File: src/rtl/imem_loader_pkg.sv
// Shared definitions for the instruction-memory boot loader: FSM states,
// frame constants and the running-checksum helper.
package loader_pkg;

  typedef enum logic [2:0] {
    ST_IDLE   = 3'd0,
    ST_LEN_HI = 3'd1,
    ST_LEN_LO = 3'd2,
    ST_DATA   = 3'd3,
    ST_CSUM   = 3'd4,
    ST_DONE   = 3'd5,
    ST_ERR    = 3'd6
  } state_t;

  localparam logic [7:0] LOADER_MAGIC = 8'hA5;
  localparam int BYTE_WIDTH  = 8;
  localparam int WORD_WIDTH  = 32;
  localparam int COUNT_WIDTH = 16;

  function automatic logic [BYTE_WIDTH-1:0] csum_update(
    input logic [BYTE_WIDTH-1:0] acc,
    input logic [BYTE_WIDTH-1:0] data
  );
    return acc ^ data;
  endfunction

endpackage

File: src/rtl/imem_loader.sv
// Framed byte-stream boot loader: assembles big-endian words into instruction
// memory and holds the core in reset until the frame checksum verifies.
module imem_loader
  import loader_pkg::*;
#(
  parameter int          ADDR_WIDTH = 10,
  parameter logic [31:0] TEXT_BASE  = 32'h0000_3000
) (
  input  logic                  clk,
  input  logic                  rst,
  input  logic [7:0]            rx_data,
  input  logic                  rx_valid,
  output logic                  rx_ready,
  input  logic                  reload,
  output logic                  im_we,
  output logic [ADDR_WIDTH-1:0] im_addr,
  output logic [31:0]           im_wdata,
  output logic                  cpu_rst,
  output logic                  done,
  output logic                  err,
  output logic [31:0]           load_base
);

  // Count compares run one bit wider so N = 2^ADDR_WIDTH fits without wrapping.
  localparam logic [COUNT_WIDTH:0] CAPACITY = {{COUNT_WIDTH{1'b0}}, 1'b1} << ADDR_WIDTH;
  localparam logic [COUNT_WIDTH:0] ONE_EXT  = {{COUNT_WIDTH{1'b0}}, 1'b1};

  state_t                   state_r, next_state_s;
  logic [COUNT_WIDTH-1:0]   count_r;
  logic [ADDR_WIDTH:0]      word_idx_r;
  logic [1:0]               byte_cnt_r;
  logic [23:0]              asm_r;
  logic [BYTE_WIDTH-1:0]    xor_r;
  logic                     rx_ready_r, cpu_rst_r, done_r, err_r;
  logic                     rx_ready_s, cpu_rst_s, done_s, err_s;
  logic                     im_we_r;
  logic [ADDR_WIDTH-1:0]    im_addr_r;
  logic [WORD_WIDTH-1:0]    im_wdata_r;
  logic                     xfer_s, word_done_s, last_word_s, reload_s;
  logic [COUNT_WIDTH:0]     len_s, next_word_s;

  assign xfer_s      = rx_valid & rx_ready_r;
  assign word_done_s = (state_r == ST_DATA) & xfer_s & (byte_cnt_r == 2'd3);
  assign reload_s    = reload & ((state_r == ST_DONE) | (state_r == ST_ERR));
  assign len_s       = {1'b0, count_r[15:8], rx_data};
  assign next_word_s = (COUNT_WIDTH+1)'(word_idx_r) + ONE_EXT;
  assign last_word_s = (next_word_s == {1'b0, count_r});

  // State register
  always_ff @(posedge clk or negedge rst) begin
    if (!rst) begin
      state_r <= ST_IDLE;
    end else begin
      state_r <= next_state_s;
    end
  end

  // Next-state decode
  always_comb begin
    next_state_s = state_r;
    case (state_r)
      ST_IDLE:   if (xfer_s && rx_data == LOADER_MAGIC) next_state_s = ST_LEN_HI;
                 else next_state_s = ST_IDLE;
      ST_LEN_HI: if (xfer_s) next_state_s = ST_LEN_LO;
                 else next_state_s = ST_LEN_HI;
      ST_LEN_LO: begin
        if (!xfer_s)                           next_state_s = ST_LEN_LO;
        else if (len_s > CAPACITY)             next_state_s = ST_ERR;
        else if (len_s == {(COUNT_WIDTH+1){1'b0}}) next_state_s = ST_CSUM;
        else                                   next_state_s = ST_DATA;
      end
      ST_DATA:   if (word_done_s && last_word_s) next_state_s = ST_CSUM;
                 else next_state_s = ST_DATA;
      ST_CSUM: begin
        if (!xfer_s)              next_state_s = ST_CSUM;
        else if (rx_data == xor_r) next_state_s = ST_DONE;
        else                      next_state_s = ST_ERR;
      end
      ST_DONE:   if (reload) next_state_s = ST_IDLE;
                 else next_state_s = ST_DONE;
      ST_ERR:    if (reload) next_state_s = ST_IDLE;
                 else next_state_s = ST_ERR;
      default:   next_state_s = ST_IDLE;
    endcase
  end

  // Output decode from the upcoming state so the status outputs can be registered
  always_comb begin
    rx_ready_s = 1'b1;
    cpu_rst_s  = 1'b1;
    done_s     = 1'b0;
    err_s      = 1'b0;
    case (next_state_s)
      ST_DONE: begin rx_ready_s = 1'b0; cpu_rst_s = 1'b0; done_s = 1'b1; end
      ST_ERR:  begin rx_ready_s = 1'b0; err_s = 1'b1; end
      default: begin rx_ready_s = 1'b1; cpu_rst_s = 1'b1; end
    endcase
  end

  // Status output registers
  always_ff @(posedge clk or negedge rst) begin
    if (!rst) begin
      rx_ready_r <= 1'b1;
      cpu_rst_r  <= 1'b1;
      done_r     <= 1'b0;
      err_r      <= 1'b0;
    end else begin
      rx_ready_r <= rx_ready_s;
      cpu_rst_r  <= cpu_rst_s;
      done_r     <= done_s;
      err_r      <= err_s;
    end
  end

  // Frame datapath: length capture, byte assembly, word index and checksum
  always_ff @(posedge clk or negedge rst) begin
    if (!rst) begin
      count_r    <= {COUNT_WIDTH{1'b0}};
      word_idx_r <= {(ADDR_WIDTH+1){1'b0}};
      byte_cnt_r <= 2'd0;
      asm_r      <= 24'd0;
      xor_r      <= 8'd0;
    end else if (reload_s) begin
      word_idx_r <= {(ADDR_WIDTH+1){1'b0}};
      byte_cnt_r <= 2'd0;
      xor_r      <= 8'd0;
    end else begin
      case (state_r)
        ST_LEN_HI: if (xfer_s) count_r[15:8] <= rx_data;
        ST_LEN_LO: if (xfer_s) count_r[7:0]  <= rx_data;
        ST_DATA: begin
          if (xfer_s) begin
            asm_r      <= {asm_r[15:0], rx_data};
            byte_cnt_r <= byte_cnt_r + 2'd1;
            xor_r      <= csum_update(xor_r, rx_data);
            if (byte_cnt_r == 2'd3) word_idx_r <= word_idx_r + {{ADDR_WIDTH{1'b0}}, 1'b1};
          end
        end
        default: ;
      endcase
    end
  end

  // Instruction-memory write port, one strobe per completed word
  always_ff @(posedge clk or negedge rst) begin
    if (!rst) begin
      im_we_r    <= 1'b0;
      im_addr_r  <= {ADDR_WIDTH{1'b0}};
      im_wdata_r <= 32'd0;
    end else begin
      im_we_r <= word_done_s;
      if (word_done_s) begin
        im_addr_r  <= word_idx_r[ADDR_WIDTH-1:0];
        im_wdata_r <= {asm_r, rx_data};
      end
    end
  end

  assign rx_ready  = rx_ready_r;
  assign cpu_rst   = cpu_rst_r;
  assign done      = done_r;
  assign err       = err_r;
  assign im_we     = im_we_r;
  assign im_addr   = im_addr_r;
  assign im_wdata  = im_wdata_r;
  assign load_base = TEXT_BASE;

endmodule
File: config.mk
export PLATFORM = sky130hd
export DESIGN_NAME = imem_loader
export DESIGN_NICKNAME = d
export VERILOG_FILES = /design/src/rtl/imem_loader_pkg.sv /design/src/rtl/imem_loader.sv
export SDC_FILE = /design/constraint.sdc
export NUM_CORES = 1
export LEC_CHECK = 0
export CAP_MARGIN = 40
export CORE_MARGIN = 2
export CORE_UTILIZATION = 30
export DETAILED_ROUTE_END_ITERATION = 6
export SETUP_SLACK_MARGIN = 0.1
export SYNTH_ARGS = -nofsm -noshare
export SYNTH_HDL_FRONTEND = slang
export SYNTH_SLANG_ARGS = --single-unit
export TNS_END_PERCENT = 10
File: constraint.sdc
create_clock -name clk -period 4.6 [get_ports clk]
set_input_delay 0.92 -clock clk [delete_from_list [all_inputs] [get_ports clk]]
set_output_delay 0.92 -clock clk [all_outputs]
set_load 0.03 [all_outputs]
# Word level (Yosys, flattened, before mapping)
# Index checks and enable logic that the tools add are counted.
# totals
ramBits	0
register_bits	111
mem_count	0
romBits	0
out_inout_bits	79
latch_bits	0
word_cells	75
input_bits	12
# classes
n_eq_ne	12
bitwise_logic	7
reduce_logical	13
multipliers	0
magnitude_cmp	1
muxes	25
addsub	3
shift	0
div	0
# op_table
op	count
$mux W11	4
$mux W8	3
$pmux W3 S7	1
$mux W3	6
$logic_not A17 Y1	1
$eq A12 B16 Y1	1
$gt A16 B11 Y1 const B	1
$eq A3 B3 Y1 const B	5
$add A11 B1 Y12 const B	1
$mux W2	6
$reduce_and A3 Y1	4
$add A11 B1 Y11 const B	1
$eq A8 B8 Y1	1
$eq A8 B8 Y1 const B	1
$xor A8 B8 Y8	1
$eq A3 B2 Y1 const B	2
$reduce_bool A2 Y1	3
$mux W1	5
$and A1 B1 Y1	4
$eq A3 B1 Y1 const B	1
$logic_not A3 Y1	1
$add A2 B1 Y2 const B	1
$eq A2 B2 Y1 const B	1
$logic_and A1 B1 Y1	2
4 further kinds	4

# Logic depth before layout (Yosys ltp)
# logic_depth
depth_word	9
ltp_mapped	8
depth_no_buf	8

# Worst setup path after synthesis
# OpenSTA, ideal clock, no wires.
# synth_timing
kind	register to register
start	reg word_idx_r[0]
end	reg rx_ready_r, in the netlist rx_ready
setup_time_ns	0.086
arrival_time_ns	2.314
path_stages_with_launch	9
t_required_ns	4.514
path_slack_ns	2.199
period_less_slack_ns	2.401
path_buffers	0
path_cell_list	dfrtp_1 > ha_1 > nand2_1 > nor3_4 > nand3_2 > or3_4 > a2111oi_4 > o21ai_2 > o31ai_2
# synth_between
elab_chain_len	8
word_cells_on_any_way	9
cone_classes	1 x add/sub; 3 x eq/ne; 3 x mux; 2 x reduce/logical
# synth_rtl
item	line_no	rtl
start, declared	imem_loader.sv:30	logic [ADDR_WIDTH:0] word_idx_r;
start signal, assigned	imem_loader.sv:119	word_idx_r <= {(ADDR_WIDTH+1){1'b0}};
start signal, assigned	imem_loader.sv:124	word_idx_r <= {(ADDR_WIDTH+1){1'b0}};
start signal, assigned	imem_loader.sv:136	if (byte_cnt_r == 2'd3) word_idx_r <= word_idx_r + {{ADDR_WIDTH{1'b0}}, 1'b1};
$add A11 B1 Y12 (*)	imem_loader.sv:46	assign next_word_s = (COUNT_WIDTH+1)'(word_idx_r) + ONE_EXT;
$eq A12 B16 Y1 (*)	imem_loader.sv:47	assign last_word_s = (next_word_s == {1'b0, count_r});
$logic_and A1 B1 Y1 (*)	imem_loader.sv:72	ST_DATA: if (word_done_s && last_word_s) next_state_s = ST_CSUM;
$mux W3 (*)	imem_loader.sv:72	
$pmux W3 S7 (*)	imem_loader.sv:61	case (state_r)
via next_state_s[1]	imem_loader.sv:28	state_t state_r, next_state_s;
$eq A3 B3 Y1	imem_loader.sv:93	case (next_state_s)
$reduce_or A2 Y1 (no source line) (*)	-	
$mux W1 (*)	imem_loader.sv:93	
via rx_ready_s	imem_loader.sv:35	logic rx_ready_s, cpu_rst_s, done_s, err_s;
end signal, assigned	imem_loader.sv:108	rx_ready_r <= rx_ready_s;
end, declared	imem_loader.sv:34	logic rx_ready_r, cpu_rst_r, done_r, err_r;
# The timed path passes the listed nets; every way through them passes the cells marked *.
# A chain may end at the register's enable or synchronous reset.

# Final worst setup path
# layout_timing
start	in rx_data[1]
end	reg rx_ready_r, in the netlist rx_ready
# layout_between
elab_chain_len	8
word_cells_on_any_way	16
cone_classes	1 x order compare; 4 x eq/ne; 8 x mux; 3 x reduce/logical
# layout_rtl
item	line_no	rtl
start, declared	imem_loader.sv:11	input logic [7:0] rx_data,
branches (longest 4 deep; another with $gt A16 B11 Y1)	-	
$pmux W3 S7 (*)	imem_loader.sv:61	
via next_state_s[1]	imem_loader.sv:28	
$eq A3 B3 Y1	imem_loader.sv:93	
$reduce_or A2 Y1 (no source line) (*)	-	
$mux W1 (*)	imem_loader.sv:93	
via rx_ready_s	imem_loader.sv:35	
# Mark *: on every way through the listed nets, which the timed path passes.

==> reports/metrics.cfg <==
[logic_synthesis]
synth_area_sq_um = 5300
synth_cells = 567
avgSynthCellArea_sq_um = 9.34
synth_cell_types = 58
yosys_warnings = 0
synthArstFlopShare_pct = 100
synth-seq-cells = 111
ys_seq_area_share_pct = 52.5
synthFlopType = dfrtp_1
synth_edf_count = 0

[flow_run]
maxCapViolations = 0

[global_routing]
grt.overflow.total = 0
grt_max_degree = 62
antenna_found_initial = 0
grt_usage_pct = 13.1
grt_pass1_vias = 3634
grt_pass1_wl_mm = 19.3

[sta]
max_freq_mhz = 353
period_needed_ns = 2.83
tightest_slew_ns = 0.785
rsz0062_at_grt = false
tns_ns = 0
maxSlewHeadroom_pct = 47.7
finalSetupViolCount = 0
drv_slew = 0
clock_skew_ns = 0.00794
hold_violations = 0
post-route-period-util_pct = 61.5

[placed_design]
gp_congestion = 0.846
port_buffers = 58
hpwl_mm = 7.88

[worst_setup_path]
r2r_start = word_idx_r[0]
setup.worst_path.class = in2reg
critPathMaxFanout = 7
startpoint_type = input port
crit_required_ns = 4.87
rrSetupSlack_ns = 1.78
r2r_cells = 8
end_kind = register
arrival_ns = 3.09
reg2reg_to = rx_ready

[final_layout]
final_util_pct = 35.9
fillCellCount = 1794
diodes = 0
drive_gt1_share_pct = 9.61
area_delta_synth_final_pct = 17.2
fin_nets = 623

[floorplanning]
start_util_pct = 30.6
die_height_um = 137
core_sq_um = 17300
die-area_sq_um = 18700
fp-row-count = 48
ios = 91
die_w_um = 137

[routing]
vias_per_cell = 4.48
drt_iter0_markers = 302
wl_per_cell_um = 14.0
antenna_left = 0
drt_wl_total_mm = 11.8
dr.pass1.iters = 4
vias = 3759
post-route-drc-count = 0

[outcome]
status = complete, no violations

[clocking]
cts_buffer_depth = 2
post_cts_buffers = 0
clkTransAtPathRegs_ns = 0.08
root_buffer = clkbuf_16
postCtsHoldBufs = 0
clk_latency_ns = 0.35
cts_sinks = 111
ctsResizeCount = 0
cts_max_level = 3
cts_buffers = 9
cts_tree = built

[power_and_ir_drop]
power_density_nw_per_um2 = 576
ir_worst_vdd_mv = 0.261
p_leak_nw = 2.93

[worst_hold_path]
holdPathEnd = im_wdata[24]
hold_start = asm_r[16]
hold_depth = 2
worstHoldPathType = reg2reg

==> area by class of cell <==
cell class / count / area (sq um) / area share [%]
inverter: 2 / 7.51 / 0.121
tap: 225 / 282 / 4.54
clock inverter: 7 / 83.8 / 1.35
sequential: 111 / 2780 / 44.8
clock buffer: 9 / 225 / 3.63
multi-input combinational: 421 / 2200 / 35.5
timing repair buffer: 64 / 623 / 10.0
==> registers in the layout, summed over array words and instances (netlist names), 2 cells and up <==
register	flops
byte_cnt_r	2
asm_r	24
xor_r	8
state_r	3
im_addr	10
im_wdata	32
word_idx_r	11
count_r	16
==> cells in the final DEF, fill, tap and decap left out, types with 4 or more instances in the layout <==
cell type and instances:
and3_1 4, buf_4 7, clkbuf_16 9, clkdlybuf4s50_1 57
conb_1 32, dfrtp_1 109, inv_6 4, mux2_2 16
nand2_1 214, nand3_1 9, nand4_1 4, nor2_1 23
nor3_1 5, nor3b_1 4, nor4_1 4, o21ai_0 36
o31ai_1 4, xnor2_1 17, xor2_1 5
==> per-stage QoR <==
stage	power, mW	cell area [sq um]	hold WS (ns)	setup slack [ns]	cells
6_report	3.58	6210	0.468	1.77	839
5_1_grt	3.80	6210	0.500	1.58	839
4_1_cts	3.62	6210	0.472	1.77	839
3_5_place_dp	2.79	5900	0.452	1.38	823
3_3_place_gp	2.77	5900	0.449	1.44	823
2_1_floorplan	2.36	5410	0.439	2.20	597
==> routing by layer <==
| layer | wire length (um) | global-route usage [%] | vias to the layer above |
|---|---|---|---|
| li1 | - | - | 1873 |
| met1 | 6150 | 20.0 | 1801 |
| met2 | 5120 | 18.6 | 77 |
| met3 | 382 | 1.81 | 8 |
| met4 | 128 | 5.21 | 0 |
| met5 | 0 | 0 | - |
==> power breakdown <==
group	internal (mW)	leakage (nW)	total, mW	switching [mW]
clock network	0.435	0.149	0.814	0.379
logic	0.519	1.32	1.16	0.643
registers	1.32	1.46	1.60	0.280
total	2.27	2.93	3.58	1.30
==> cells by family after synthesis <==
group | after synthesis | synth area share [%]
multiplexers | 17 | 3.59
other | 2 | 0.142
AO/OA/AOI/OAI | 58 | 7.21
AND/OR/NAND/NOR | 289 | 24.0
adder cells (fa/ha/maj) | 2 | 0.473
flip-flops | 111 | 52.5
buffers and inverters | 65 | 7.99
XOR/XNOR | 23 | 4.14
==> how the worst max path moves through the flow <==
stage                             start       end  slack [ns]  depth (start not counted)
after floorplan           word_idx_r[0]  rx_ready        2.20                          8
after global placement       rx_data[1]  rx_ready        1.44                          8
after global routing         rx_data[1]  rx_ready        1.58                          8
final                        rx_data[1]  rx_ready        1.77                          8
after CTS                    rx_data[1]  rx_ready        1.77                          8
after detailed placement     rx_data[1]  rx_ready        1.38                          8
==> synth_stat cells (3+ instances only) <==
master | count | area [sq um]
and3_1 | 4 | 25.0
buf_2 | 3 | 15.0
buf_4 | 35 | 263
buf_6 | 3 | 33.8
clkbuf_1 | 18 | 67.6
dfrtp_1 | 109 | 2730
mux2_2 | 16 | 180
nand2_1 | 214 | 803
nand3_1 | 9 | 45.0
nand4_1 | 4 | 25.0
nor2_1 | 23 | 86.3
nor3_1 | 5 | 25.0
nor3b_1 | 4 | 30.0
nor4_1 | 4 | 25.0
o21ai_0 | 36 | 180
o31ai_1 | 4 | 30.0
xnor2_1 | 17 | 149
xor2_1 | 5 | 43.8
==> worst max-delay path: stages <==
cell and delay [ns]:
clkdlybuf4s50_1 0.60, nor4_1 0.44, nand3_1 0.17, nor4bb_1 0.29
nor3b_1 0.08, nor3_1 0.23, o21ai_2 0.11, o31ai_2 0.24
Power figures use the tool's default switching activity.
